===== src/rtl/irt_dep_tracker.sv =====
// -----------------------------------------------------------------------------
// irt_dep_tracker
//   Instruction/register dependency tracker. Allocates up to BS slots for
//   in-flight instructions and records each slot's source and destination
//   registers as bitmaps. When an instruction is inserted, its dependency row
//   is built against every older live slot:
//     RAW : new source matches an older destination
//     WAR : new destination matches an older source
//     WAW : new destination matches an older destination
//   The row is stored in the slot and also published on idt for one cycle.
//   Retiring a slot clears its column in every row. A slot is issue-ready
//   once it is live and its row is all zero.
//
// Ports
//   clk, rst            clock (rising edge); asynchronous active-high reset
//   ins_valid/ins_ready insert handshake; ready = at least one free slot
//   ins_slot            slot the next insert takes (lowest free index)
//   ins_rs/ins_rs_en    NSRC source registers (src k at [k*RW +: RW]) + enables
//   ins_rd/ins_rd_en    destination register + enable
//   ret_valid/ret_slot  retire request for one slot (ignored if not live)
//   idt/idt_valid       dependency row of the last accepted insert
//   slot_live           per-slot valid bits
//   slot_ready          per-slot live & no outstanding dependency
//   occupancy           number of live slots
// -----------------------------------------------------------------------------
module irt_dep_tracker #(
  parameter int REGNUM  = 32,
  parameter int BS      = 16,
  parameter int NSRC    = 2,
  parameter int ZERO_RO = 1,
  localparam int RW     = $clog2(REGNUM),
  localparam int SW     = $clog2(BS)
) (
  input  logic                 clk,
  input  logic                 rst,
  input  logic                 ins_valid,
  output logic                 ins_ready,
  output logic [SW-1:0]        ins_slot,
  input  logic [NSRC*RW-1:0]   ins_rs,
  input  logic [NSRC-1:0]      ins_rs_en,
  input  logic [RW-1:0]        ins_rd,
  input  logic                 ins_rd_en,
  input  logic                 ret_valid,
  input  logic [SW-1:0]        ret_slot,
  output logic [BS-1:0]        idt,
  output logic                 idt_valid,
  output logic [BS-1:0]        slot_live,
  output logic [BS-1:0]        slot_ready,
  output logic [SW:0]          occupancy
);

  // ---------------------------------------------------------------------------
  // State
  // ---------------------------------------------------------------------------
  logic [BS-1:0]              live_q,  live_d;
  logic [BS-1:0][REGNUM-1:0]  rsmap_q, rsmap_d;
  logic [BS-1:0][REGNUM-1:0]  rdmap_q, rdmap_d;
  logic [BS-1:0][BS-1:0]      dep_q,   dep_d;
  logic [BS-1:0]              idt_q,   idt_d;
  logic                       idt_valid_q, idt_valid_d;
  logic [SW:0]                occ_q,   occ_d;

  // ---------------------------------------------------------------------------
  // Combinational helpers
  // ---------------------------------------------------------------------------
  logic [SW-1:0]      free_slot;
  logic               ins_fire;
  logic               ret_fire;
  logic [REGNUM-1:0]  rs_new;
  logic [REGNUM-1:0]  rd_new;
  logic [BS-1:0]      new_row;

  // Lowest-index free slot: scanning downward lets the lowest hit win.
  always_comb begin
    free_slot = '0;
    for (int i = BS - 1; i >= 0; i--) begin
      if (!live_q[i]) free_slot = SW'(i);
    end
  end

  assign ins_ready = ~&live_q;
  assign ins_slot  = free_slot;
  assign ins_fire  = ins_valid & ins_ready;
  assign ret_fire  = ret_valid & live_q[ret_slot];

  // One-hot register bitmaps of the incoming instruction.
  always_comb begin
    rs_new = '0;
    rd_new = '0;
    for (int k = 0; k < NSRC; k++) begin
      for (int r = 0; r < REGNUM; r++) begin
        if (ins_rs_en[k] && (ins_rs[k*RW +: RW] == RW'(r))) rs_new[r] = 1'b1;
      end
    end
    for (int r = 0; r < REGNUM; r++) begin
      if (ins_rd_en && (ins_rd == RW'(r))) rd_new[r] = 1'b1;
    end
    // A hard-wired zero register never carries a value, so it never orders
    // instructions.
    if (ZERO_RO != 0) begin
      rs_new[0] = 1'b0;
      rd_new[0] = 1'b0;
    end
  end

  // Dependency row of the incoming instruction. A slot retiring on this same
  // edge is treated as already gone, and the destination slot itself is
  // excluded so the self-bit is always clear.
  always_comb begin
    new_row = '0;
    for (int j = 0; j < BS; j++) begin
      if (live_q[j] &&
          !(ret_fire && (ret_slot == SW'(j))) &&
          (free_slot != SW'(j))) begin
        new_row[j] = |((rs_new & rdmap_q[j]) |
                       (rd_new & rsmap_q[j]) |
                       (rd_new & rdmap_q[j]));
      end
    end
  end

  // ---------------------------------------------------------------------------
  // Next-state logic
  // ---------------------------------------------------------------------------
  // NOTE: combinational blocks use blocking (=) assignments and assign every
  // output a default first, so later statements refine earlier ones and no
  // latch can be inferred.
  always_comb begin
    live_d      = live_q;
    rsmap_d     = rsmap_q;
    rdmap_d     = rdmap_q;
    dep_d       = dep_q;
    idt_d       = idt_q;
    idt_valid_d = 1'b0;
    occ_d       = occ_q;

    // Retire first: the inserting slot is always a different (free) slot, so
    // the insert below never overwrites retire effects on the same slot.
    if (ret_fire) begin
      live_d[ret_slot]  = 1'b0;
      rsmap_d[ret_slot] = '0;
      rdmap_d[ret_slot] = '0;
      dep_d[ret_slot]   = '0;
      for (int i = 0; i < BS; i++) begin
        dep_d[i][ret_slot] = 1'b0;
      end
    end

    if (ins_fire) begin
      live_d[free_slot]  = 1'b1;
      rsmap_d[free_slot] = rs_new;
      rdmap_d[free_slot] = rd_new;
      dep_d[free_slot]   = new_row;
      idt_d              = new_row;
      idt_valid_d        = 1'b1;
    end

    case ({ins_fire, ret_fire})
      2'b10:   occ_d = occ_q + (SW+1)'(1);
      2'b01:   occ_d = occ_q - (SW+1)'(1);
      default: occ_d = occ_q;
    endcase
  end

  // ---------------------------------------------------------------------------
  // Registers
  // ---------------------------------------------------------------------------
  // NOTE: the register-map and dependency arrays are reset along with the
  // control state; a mid-operation reset must leave no stale dependency that
  // a later insert could match against.
  always_ff @(posedge clk or posedge rst) begin
    if (rst) begin
      live_q      <= '0;
      rsmap_q     <= '0;
      rdmap_q     <= '0;
      dep_q       <= '0;
      idt_q       <= '0;
      idt_valid_q <= 1'b0;
      occ_q       <= '0;
    end else begin
      live_q      <= live_d;
      rsmap_q     <= rsmap_d;
      rdmap_q     <= rdmap_d;
      dep_q       <= dep_d;
      idt_q       <= idt_d;
      idt_valid_q <= idt_valid_d;
      occ_q       <= occ_d;
    end
  end

  // ---------------------------------------------------------------------------
  // Outputs
  // ---------------------------------------------------------------------------
  always_comb begin
    slot_ready = '0;
    for (int i = 0; i < BS; i++) begin
      slot_ready[i] = live_q[i] & ~|dep_q[i];
    end
  end

  assign slot_live = live_q;
  assign idt       = idt_q;
  assign idt_valid = idt_valid_q;
  assign occupancy = occ_q;

endmodule


===== config.mk =====
export PLATFORM = sky130hd
export DESIGN_NAME = irt_dep_tracker
export DESIGN_NICKNAME = d
export VERILOG_FILES = /design/src/rtl/irt_dep_tracker.sv
export SDC_FILE = /design/constraint.sdc
export NUM_CORES = 2
export LEC_CHECK = 0
export ABC_AREA = 1
export CORE_ASPECT_RATIO = 1.1
export CORE_UTILIZATION = 60
export CTS_CLUSTER_SIZE = 24
export DETAILED_ROUTE_END_ITERATION = 12
export PLACE_DENSITY = 0.75
export SLEW_MARGIN = 25
export SYNTH_ARGS = -nofsm -noshare
export SYNTH_HDL_FRONTEND = slang
export SYNTH_SLANG_ARGS = --single-unit

===== constraint.sdc =====
create_clock -name clk -period 85 [get_ports clk]
set_clock_uncertainty 0.2 [all_clocks]
set_input_delay 12.75 -clock clk [delete_from_list [all_inputs] [get_ports clk]]
set_output_delay 12.75 -clock clk [all_outputs]
set_load 0.01 [all_outputs]

==> metrics.txt <==
Skew-Pair Late Insertion Delay 780 ps; global-route usage over all layers 46.4%; setup TNS 0 ps; total core area 0.104 sq mm; post-CTS setup repair buffer count 0; num ports 85; via count 59,972; CTS buffer count 133; Syn Inst Count 8,226; share of layout cells above drive strength 1 6.77%; worst relative slew slack 20.7%; YS warnings 0; first-pass GRT wire length 357,000 um; final wirelength 247,000 um; DP Area 0.0644 sq mm; Leak 33.0 nW; H-tree Lvls 4; top cells by instance count after synthesis 2,393 x nand2_1, 1,286 x dfrtp_1, 1,092 x o21ai_0; CP Cell Sequence clkdlybuf4s50_1 > nand2_1 > inv_1 > nand2_1 > nor2_4 > inv_1 > a21oi_1 > nor3_1 > nand2_1 > nor2_1 > nand2_1 > inv_1 > nand3_1 > nand2_1 > inv_1 > nand2_1 > inv_1 > nand2_1 > nand2_1; Design Area, Final 0.0690 sq mm; initial core utilization 60.4%; Synth Net Count 8,257; final setup vio count 0; fin nets 8,089; Residual DRC 0; Max FO, Critical Path 23; Reg power frac 42.4%; first-pass iteration count of the detailed router 7; CTS tree yes; IO buf count 84; Clock Sinks 1,286; Via density 6.27; GP Congestion 1.01; Syn Area/Cell 7.62 sq um; final worst slack 68,030 ps; # resized after CTS 0; hold_buf cts 0; crit path buf inv count 6; initial DRC count 11,425; maximum VDD drop 0.0000246 V; most common cell in the netlist nand2_1; final hold violations 0; Clock Tree Root clkbuf_16; Switching Power 0.751 mW; initial antenna violation count 28; GR Util met1 62.2%; most numerous cell on the critical path nand2_1; GR peak layer met2; crit path time final 16,970 ps; crit share post-route 20.0%; Post-synth ARST share 100%; total stage count of the critical path 19; min-delay worst type reg2reg; CP delay by family, top simple AND/OR/NAND/NOR gates; Longest Clk Path Bufs 3; largest net degree at the start of global routing 171; Slew @ Worst Pin 1190 ps; Die Span X 310 um; Post-Syn Area 0.0627 sq mm; Remaining Overflow, GRT 0; die area 0.106 sq mm; Final HPWL DP 148,000 um; M2 GR Usage 62.4%; Antenna Nets Post-Route 0; top_reg_cell synth dfrtp_1; Synth top area share 51.3%; Seq cells post-synth 1,286; top post-synthesis cells by area dfrtp_1 51%, nand2_1 14%, o21ai_0 8.7%, nor2_1 4.7%, inv_1 4.1%; RSZ-0062 raised after global routing no; Post-synth EDFFs 0; register area share after synthesis 51.3%; status completed; power density cells 30.1 mW/mm^2; pre-CTS setup slack 67,460 ps; post-synth top area cell dfrtp_1; Worst Reg-to-Reg Cells 12; vias in the first global route 54,375; Die Y 341 um; critical path arrival 17,480 ps; worst setup path class in2reg; Slew Limit Fails 0; met3 usage in global routing 15.8%; max-cap violation count 0; Distinct cells, synth 45; hold path depth 2; Gate power share 28.2%; switching power share of the total 36.2%; max incr delay on CP 830 ps; Layout area overhead 10.1%; Startpoint Class input port; worst path required time 85,510 ps; CTS clk-pin slew, worst paths 60 ps; Slowest-stage cell, CP nor2_4; f_max 58.9 MHz; row cnt 124; Critical Path End Type flop; internal cell power 1.32 mW; Routed WL per cell 25.8 um; Clock power frac 29.4%
[routing by layer]
layer / vias to the layer above / share of wire [%]
met5: - / 0.044
met4: 14 / 8.5
met3: 1119 / 15
met2: 4737 / 41
met1: 27891 / 36
li1: 26211 / -
[worst paths after layout]
check / startpoint / end / slack [ps]
min reg2reg: idt[7] / idt[7] / 290
max reg2reg: slot_live[8] / rdmap_q[450] / 80370
min: idt[7] / idt[7] / 290
min in group asynchronous: rst / rsmap_q[261] / 12330
max: ins_rd[4] / dep_q[16] / 68030
max in group asynchronous: rst / rdmap_q[311] / 68360
[state kept, by name, summed over array words and instances (netlist names)]
| signal | cells |
|---|---|
| rdmap_q | 496 |
| rsmap_q | 496 |
| dep_q | 256 |
| idt | 16 |
| slot_live | 16 |
| occupancy | 5 |
| idt_valid | 1 |
[layout make-up]
| cell class | count | area, sq um |
|---|---|---|
| fillers | 8762 | 34800 |
| clock buffers | 199 | 4070 |
| flip-flops and latches | 1286 | 32200 |
| clock inverters | 43 | 433 |
| inverters | 742 | 2800 |
| diodes | 21 | 52.6 |
| multi-input cells | 5636 | 25500 |
| well taps | 1386 | 1730 |
| repair buffers | 259 | 2240 |
[worst register-to-register path, cell delays in order, from the launching register on]
cell and delay (ps):
dfrtp_1 640, inv_1 280, nor4_2 390, inv_1 90, nor2_2 120, nand2_1 100, nand2_2 60, buf_4 480
inv_2 240, nand4_1 150, buf_4 510, buf_4 850, o21ai_0 300
[power groups by stage]
stage,clock network [mW],logic [mW],registers (mW)
global placement,0,0.551,0.876
CTS,0.608,0.569,0.873
global route,0.631,0.645,0.894
floorplan,0,0.404,0.858
finish,0.610,0.585,0.879
detailed placement,0,0.564,0.882
[metrics by stage]
step | power [mW] | utilization [%] | cells | hold WS (ps)
global route | 2.17 | 66.4 | 9552 | 304
CTS | 2.05 | 66.4 | 9550 | 287
floorplan | 1.26 | - | 8226 | 255
global placement | 1.43 | 62.0 | 9308 | 270
finish | 2.07 | 66.5 | 9572 | 286
detailed placement | 1.45 | 62.0 | 9308 | 272
[cells in the final DEF, fill, tap and decap left out, types with 9 or more instances in the layout]
cell type | Yosys | layout
buf_6 | 1 | 12
a21boi_0 | 9 | 9
o21ai_1 | 342 | 342
inv_2 | 52 | 53
nand4_1 | 194 | 194
nand2_2 | 12 | 15
o22ai_1 | 96 | 92
and3_1 | 54 | 54
nor2_2 | 9 | 20
nand2_1 | 2393 | 2390
o21ai_0 | 1092 | 1092
clkinv_2 | 0 | 23
o2111a_1 | 9 | 9
nor3b_1 | 13 | 13
inv_1 | 689 | 687
clkbuf_16 | 0 | 138
nor4_1 | 52 | 52
nor2_4 | 6 | 26
a21oi_1 | 49 | 49
nor2_1 | 785 | 754
dfrtp_1 | 1286 | 1286
clkdlybuf4s50_1 | 0 | 84
nand3_1 | 383 | 383
clkbuf_8 | 0 | 39
nor3_1 | 71 | 71
clkbuf_1 | 324 | 22
diode_2 | 0 | 21
buf_4 | 20 | 160
o22ai_2 | 27 | 30
[cell families (layout without fill, tap and decap cells)]
kind of cell / count (synthesis) / after routing / synth area share [%]
AND/OR/NAND/NOR: 3994 / 3994 / 26.4
AO/OA/AOI/OAI: 1634 / 1634 / 13.7
buffers and inverters: 1304 / 1243 / 8.34
flip-flops: 1286 / 1286 / 51.3
adder cells (fa/ha/maj): 5 / 5 / 0.112
XOR/XNOR: 3 / 3 / 0.0419
other: 0 / 21 / 0
Power figures use the tool's default switching activity.
